<file path="config.mk">
export PLATFORM = sky130hd
export DESIGN_NAME = pc_redirect_ctrl
export DESIGN_NICKNAME = d
export VERILOG_FILES = /design/src/rtl/pipes_pkg.sv /design/src/rtl/pc_redirect_ctrl.sv
export SDC_FILE = /design/constraint.sdc
export NUM_CORES = 1
export LEC_CHECK = 0
export CAP_MARGIN = 25
export CORE_MARGIN = 2
export CORE_UTILIZATION = 40
export CTS_CLUSTER_SIZE = 40
export DETAILED_ROUTE_END_ITERATION = 8
export GPL_TIMING_DRIVEN = 0
export PLACE_DENSITY = 0.72
export SLEW_MARGIN = 15
export SYNTH_ARGS = -nofsm -noshare
export SYNTH_HDL_FRONTEND = slang
export SYNTH_SLANG_ARGS = --single-unit
</file>
<file path="constraint.sdc">
create_clock -name clk -period 6 [get_ports clk]
set_clock_uncertainty 0.15 [all_clocks]
set_input_delay 0.6 -clock clk [delete_from_list [all_inputs] [get_ports clk]]
set_output_delay 0.6 -clock clk [all_outputs]
set_load 0.03 [all_outputs]
</file>
<file path="src/rtl/pipes_pkg.sv">
`default_nettype none
// ============================================================================
// pipes_pkg : shared pipeline types and the PC redirect state encoding.
// Rev 1.0
// ============================================================================
package pipes_pkg;

   typedef logic        u1;
   typedef logic [63:0] u64;

   typedef enum logic [0:0] {
      RS_IDLE = 1'b0,
      RS_WAIT = 1'b1
   } redirect_state_t;

   localparam u64 c_pend_pc_reset = 64'h0;

endpackage : pipes_pkg
`default_nettype wire

</file>
<file path="src/rtl/pc_redirect_ctrl.sv">
`default_nettype none
// ============================================================================
// pc_redirect_ctrl : arbitrates decode/commit PC redirects against an
// outstanding instruction fetch, holding the redirect until the fetch resolves.
// Rev 1.0
// ============================================================================
module pc_redirect_ctrl
   import pipes_pkg::*;
#(
   parameter int CNT_W = 16
) (
   input  u1                 clk,
   input  u1                 reset,
   input  u1                 d_redirect,
   input  u64                d_target,
   input  u1                 d_valid,
   input  u1                 stall_d,
   input  u1                 c_redirect,
   input  u64                c_target,
   input  u1                 i_busy,
   input  u1                 i_data_ok,
   output u1                 pc_sel,
   output u64                pc_next,
   output u1                 flush_f,
   output u1                 flush_d,
   output u1                 drop_f,
   output u1                 pending,
   output logic [CNT_W-1:0]  d_cnt,
   output logic [CNT_W-1:0]  c_cnt
);

   redirect_state_t r_state;
   u64              r_pend_pc;
   logic [CNT_W-1:0] r_d_cnt;
   logic [CNT_W-1:0] r_c_cnt;

   redirect_state_t w_state_nxt;
   u64              w_pend_nxt;
   u64              w_tgt;
   u64              w_redir;
   u1               w_c_acc;
   u1               w_d_acc;

   // Commit always wins; decode is only taken from IDLE and never alongside a commit.
   always_comb begin
      w_c_acc = c_redirect & ~reset;
      w_d_acc = d_redirect & d_valid & ~stall_d & ~c_redirect & ~reset
                & (r_state == RS_IDLE);
      w_tgt   = c_redirect ? c_target : d_target;
      w_redir = w_c_acc ? c_target : r_pend_pc;

      pc_sel      = 1'b0;
      pc_next     = 64'h0;
      flush_f     = 1'b0;
      flush_d     = 1'b0;
      drop_f      = 1'b0;
      w_state_nxt = r_state;
      w_pend_nxt  = r_pend_pc;

      case (r_state)
         RS_IDLE: begin
            if (w_c_acc | w_d_acc) begin
               flush_f = 1'b1;
               flush_d = w_c_acc;
               if (i_busy & ~i_data_ok) begin
                  w_state_nxt = RS_WAIT;
                  w_pend_nxt  = w_tgt;
               end else begin
                  pc_sel  = 1'b1;
                  pc_next = w_tgt;
                  drop_f  = i_busy;
               end
            end
         end
         RS_WAIT: begin
            flush_f = 1'b1;
            flush_d = w_c_acc;
            if (i_busy & ~i_data_ok) begin
               w_pend_nxt = w_redir;
            end else begin
               // Fetch either returned (drop it) or was aborted; both release the held PC.
               pc_sel      = 1'b1;
               pc_next     = w_redir;
               drop_f      = i_busy;
               w_state_nxt = RS_IDLE;
            end
         end
         default: begin
            w_state_nxt = RS_IDLE;
         end
      endcase
   end

   always_ff @(posedge clk or posedge reset) begin
      if (reset) begin
         r_state   <= RS_IDLE;
         r_pend_pc <= c_pend_pc_reset;
         r_d_cnt   <= '0;
         r_c_cnt   <= '0;
      end else begin
         r_state   <= w_state_nxt;
         r_pend_pc <= w_pend_nxt;
         r_d_cnt   <= r_d_cnt + {{(CNT_W-1){1'b0}}, w_d_acc};
         r_c_cnt   <= r_c_cnt + {{(CNT_W-1){1'b0}}, w_c_acc};
      end
   end

   assign pending = (r_state == RS_WAIT);
   assign d_cnt   = r_d_cnt;
   assign c_cnt   = r_c_cnt;

endmodule : pc_redirect_ctrl
`default_nettype wire

</file>
# After elaboration in Yosys (flattened, before gate mapping)
# Cells that the tools add are included.
# W data, S select, Z words.
# totals
regBits,97
input_bits,136
output_inout_bits,101
elab_cells,46
# classes
add_sub_neg,2
n_eq_ne,3
n_mux,23
n_bitwise,13
reduce_logical,1
# ops
cell,n
$mux W64,8
$pmux W64 S2,2
$add A16 B1 Y16,2
$pmux W1 S2,5
$mux W1,8
$and A1 B1 Y1,7
$ne A2 B1 Y1 const B,3
$not A1 Y1,5
$reduce_and A3 Y1,1
$or A1 B1 Y1,1

# Depth between registers and ports, before layout
# logic_depth
depth_word,8
ltp_mapped,11
mapped_depth_nobuf,8

# Worst setup path before layout
# OpenSTA, ideal clock, no wires.
# synth_path
path_type,input to register
from,input port c_redirect
to,"register r_d_cnt[12], in the netlist d_cnt[12]"
setup_ns,0.134
arrival_ns,2.310
t_required_ns,5.716
path_slack_ns,3.406
cell_stages,10
n_path_buf,3
path_cell_list,buf_4 buf_4 buf_2 and3b_1 ha_1 ha_1 inv_1 nor4_1 nand2_1 xnor2_1
# synth_via
elab_chain_len,5
# synth_rtl
item,line_no,source
from (decl),pc_redirect_ctrl.sv:18,"input u1 c_redirect,"
$not A1 Y1,pc_redirect_ctrl.sv:47,w_d_acc = d_redirect & d_valid & ~stall_d & ~c_redirect & ~reset
$and A1 B1 Y1 (2 in a row),pc_redirect_ctrl.sv:47,
$and A1 B1 Y1,pc_redirect_ctrl.sv:48,& (r_state == RS_IDLE);
$add A16 B1 Y16,pc_redirect_ctrl.sv:103,"r_d_cnt <= r_d_cnt + {{(CNT_W-1){1'b0}}, w_d_acc};"
to (signal assigned),pc_redirect_ctrl.sv:103,
to (decl),pc_redirect_ctrl.sv:34,logic [CNT_W-1:0] r_d_cnt;
# Every way passes these cells.
# A chain may end at the register's enable or synchronous reset.

# Final worst setup path
# layout_path
from,input port i_data_ok
to,output port pc_next[52]
# layout_via
elab_chain_len,5
word_cells_on_any_way,6
classes_between,4 x mux; 2 x bitwise
# layout_rtl
item,line_no,source
from (decl),pc_redirect_ctrl.sv:21,"input u1 i_data_ok,"
$not A1 Y1 *,"pc_redirect_ctrl.sv:65, pc_redirect_ctrl.sv:78",
$and A1 B1 Y1 *,"pc_redirect_ctrl.sv:65, pc_redirect_ctrl.sv:78",
$mux W64,pc_redirect_ctrl.sv:65,if (i_busy & ~i_data_ok) begin
$mux W64,pc_redirect_ctrl.sv:62,if (w_c_acc | w_d_acc) begin
$pmux W64 S2 *,pc_redirect_ctrl.sv:60,case (r_state)
to (decl),pc_redirect_ctrl.sv:23,"output u64 pc_next,"
# Every way passes the cells marked *; elsewhere a longest branch is shown, timed or not.

==> metrics <==
CTS tree=done; CTS clk-pin slew, worst paths=0.08 ns; Critical Path Stages=6; Placed Cells=approximately 1200; RePlAce Congestion=0.7925; leakage=~4.2 nW; sequential area share after synthesis=between 30% and 40%; CTS sink count=97; critical path arrival=3.27 ns; met2 routed WL=10.53 mm; post-synthesis xor/xnor area fraction=roughly 3.5%; DR vias=6732; worst rel slew slack=46.14%; drt via density=5.686; adder-cell area share of the yosys netlist=0.7161%; Gate Count Post-Synth=707; initial antenna violation count=0; Synth Area in Simple Gates=7.698%; Initial DRT Pass Iterations=6; Max Fclk=248.8 MHz; Top Metal Used=met4; Core Box Area=17180 um2; number of gates resized after cts=0; Rows=48; crit path time final=4.019 ns; synthesized cell area=6989 um2; synthesis-to-layout area growth=42.71%; WHS Path Cells=1; clock tree buffer depth=2; ratio of final minimum period to clock period=between 60% and 70%; I/O pin total=237; DRC errors left=0; syn nets=847; cells along the critical path=clkdlybuf4s50_1 -> and2b_1 -> clkbuf_1 -> clkbuf_1 -> nor2_1 -> clkdlybuf4s50_1; Synth Area in Compound Gates=28.11%; CTS Buf Count=9; # diodes=0; gr ovfl total=0; WP data required=5.25 ns; dpl hpwl=16.19 mm; Yosys top cell by area=dfrtp_1; CTS Root Cell=clkbuf_16; met3 wire length=1.384 mm; met1 wire length=approximately 10 mm; Worst IR Drop VDD=between 0.00015 and 0.0002 V; CP max FO=10; fin. max-slew vios=0; FILL cells=1583; Avg Cell Area, Syn=9.886 um2; GRT Overall Usage=23.81%; RSZ-0062 raised after global routing=false; Chip Height=136.2 um; number of nets with antenna violations after routing=0; die area=approximately 19000 um2; first-pass GRT wire length=around 35 mm; Setup Viol. Count Final=0; slowest CP cell=clkbuf_1; PnR worst setup slack=a little under 2 ns; initial DRC count=between 500 and 600; largest family of logic cells by synthesized area=compound AO/OA/AOI/OAI gates; wire per inst=between 15 and 20 um; vias in the first global route=between 6000 and 7000; Startpoint Class=primary input; synth top area cells=dfrtp_1 (35%), mux2_2 (10%), mux2i_1 (9.2%), a22o_1 (8.0%), a2bb2oi_1 (8.0%); worst hold path class=register to register; CP Class=primary input to output port; pre-CTS setup slack=1.969 ns; final core utilization=58.07%; WP buf/inv=4; Setup Buffers After CTS=0; worst reg2reg setup slack=3.77 ns; share of cells above drive strength 1=13.14%; CTS Hold Bufs=0; capturing element type of the critical path=output port; largest net degree at the start of global routing=66; Final Instance Count excl. Fillers=1184; final WL=roughly 22 mm; Setup TNS Final=0 ns; max-cap violation count=0; Die W=136.2 um; Least-Margin Pin Slew=0.8080 ns; max incr delay on CP=~0.64 ns; R2R depth=8; Synth top area share=34.73%; multiplexer share of the synthesized area=19.48%; Synth Register Bits=slightly below 100; status=complete, no violations; Synth cell types=39; port bufs=235; Starting Density=40.69%; register area=2427 um2; layout net count=about 1100; Clock Latency Late Sink=0.36 ns; # H-tree levels=3; CP top delay family=buffers and inverters; Hold Vio Cnt, Final=0; area of the multi-input gates=between 4000 and 5000 um2; YS warnings=0; Design Power=2.563 mW; Power Density=257.0 nW/um2
==> final timing paths <==
kind	start	to
min in group asynchronous	reset	pending$_DFF_PP0_
worst min-delay path	c_cnt[15]$_DFF_PP0_	c_cnt[15]$_DFF_PP0_
worst max register to register	pending$_DFF_PP0_	d_cnt[14]$_DFF_PP0_
max in group asynchronous	reset	r_pend_pc[38]$_DFFE_PP0P_
worst min register to register	c_cnt[15]$_DFF_PP0_	c_cnt[15]$_DFF_PP0_
worst max-delay path	i_data_ok	pc_next[52]
==> sequential cells by signal, indices dropped and copies added (netlist names) <==
register   count
d_cnt         16
pending        1
c_cnt         16
r_pend_pc     64
==> Yosys cell counts <==
cell,n
or3_1,1
or2_2,1
nand2b_1,1
o31ai_4,1
nand4_1,3
ha_1,4
inv_4,1
inv_1,5
nor3b_1,1
nor2_1,69
and3b_1,2
and3_1,3
o21ai_2,1
nand3_1,14
a22oi_1,64
nor4_2,2
o21ai_0,18
nor3_1,2
and4_1,1
buf_4,2
buf_6,11
a2bb2oi_1,64
and2b_1,1
o21ai_1,46
clkbuf_1,29
nor4bb_1,1
nor2b_1,1
nand2_1,11
dfrtp_1,97
mux2_2,64
xor2_1,10
o211ai_2,1
buf_2,23
a22o_1,64
mux2i_1,64
and4bb_2,1
nor4_1,1
buf_1,4
xnor2_1,18
==> worst register-to-register path, stage by stage, from the launching register on <==
cell and delay [ns]:
dfrtp_1 0.47, nor2_1 0.23, and3b_1 0.19, ha_1 0.18
ha_1 0.21, inv_1 0.09, nor4_1 0.34, nand2_1 0.11
xnor2_1 0.13
==> metrics by stage <==
stage / instance area (um2) / hold slack [ns]
finish: 9975 / 0.3185
global route: 9975 / 0.3638
CTS: 9975 / 0.3287
detailed placement: 9656 / 0.3176
global placement: 9623 / 0.3119
floorplan: 6989 / 0.3522
==> cell families (layout without fill, tap and decap cells) <==
family	count (synthesis)	count (layout)
buffers and inverters	75	327
flip-flops	97	97
AND/OR/NAND/NOR	116	116
AO/OA/AOI/OAI	259	259
multiplexers	128	128
XOR/XNOR	28	28
adder cells (fa/ha/maj)	4	4
==> where the power goes <==
group	total [mW]	internal, mW	switching, mW
logic	0.993	0.548	0.446
clock network	0.612	0.302	0.310
registers	0.958	0.820	0.138
==> layout make-up <==
class | count | area share, %
clock inverters | 7 | 0.9408
repair buffers | 236 | 23.86
clock buffers | 9 | 2.258
well taps | 225 | 2.822
inverters | 6 | 0.3011
multi-input cells | 535 | 41.70
flip-flops and latches | 97 | 24.34
plain buffers | 69 | 3.788
==> per-layer routing <==
metal,vias to the layer above,global-route usage [%]
met4,0,5.787
met1,3249,32.75
met5,-,0
met2,256,39.42
li1,3209,-
met3,18,3.542
==> cell usage in the layout (no fill, tap or decap), drive strengths merged, types with 3 or more instances in the layout <==
cell             n
xnor2           18
a22oi           64
a2bb2oi         64
clkinv           4
buf             41
clkdlybuf4s50  235
mux2i           64
inv              9
xor2            10
clkbuf          38
ha               4
nand2           11
dfrtp           97
a22o            64
nor2            69
nand3           14
o21ai           65
and3             3
nand4            3
mux2            64
nor4             3
Power figures use the tool's default switching activity.
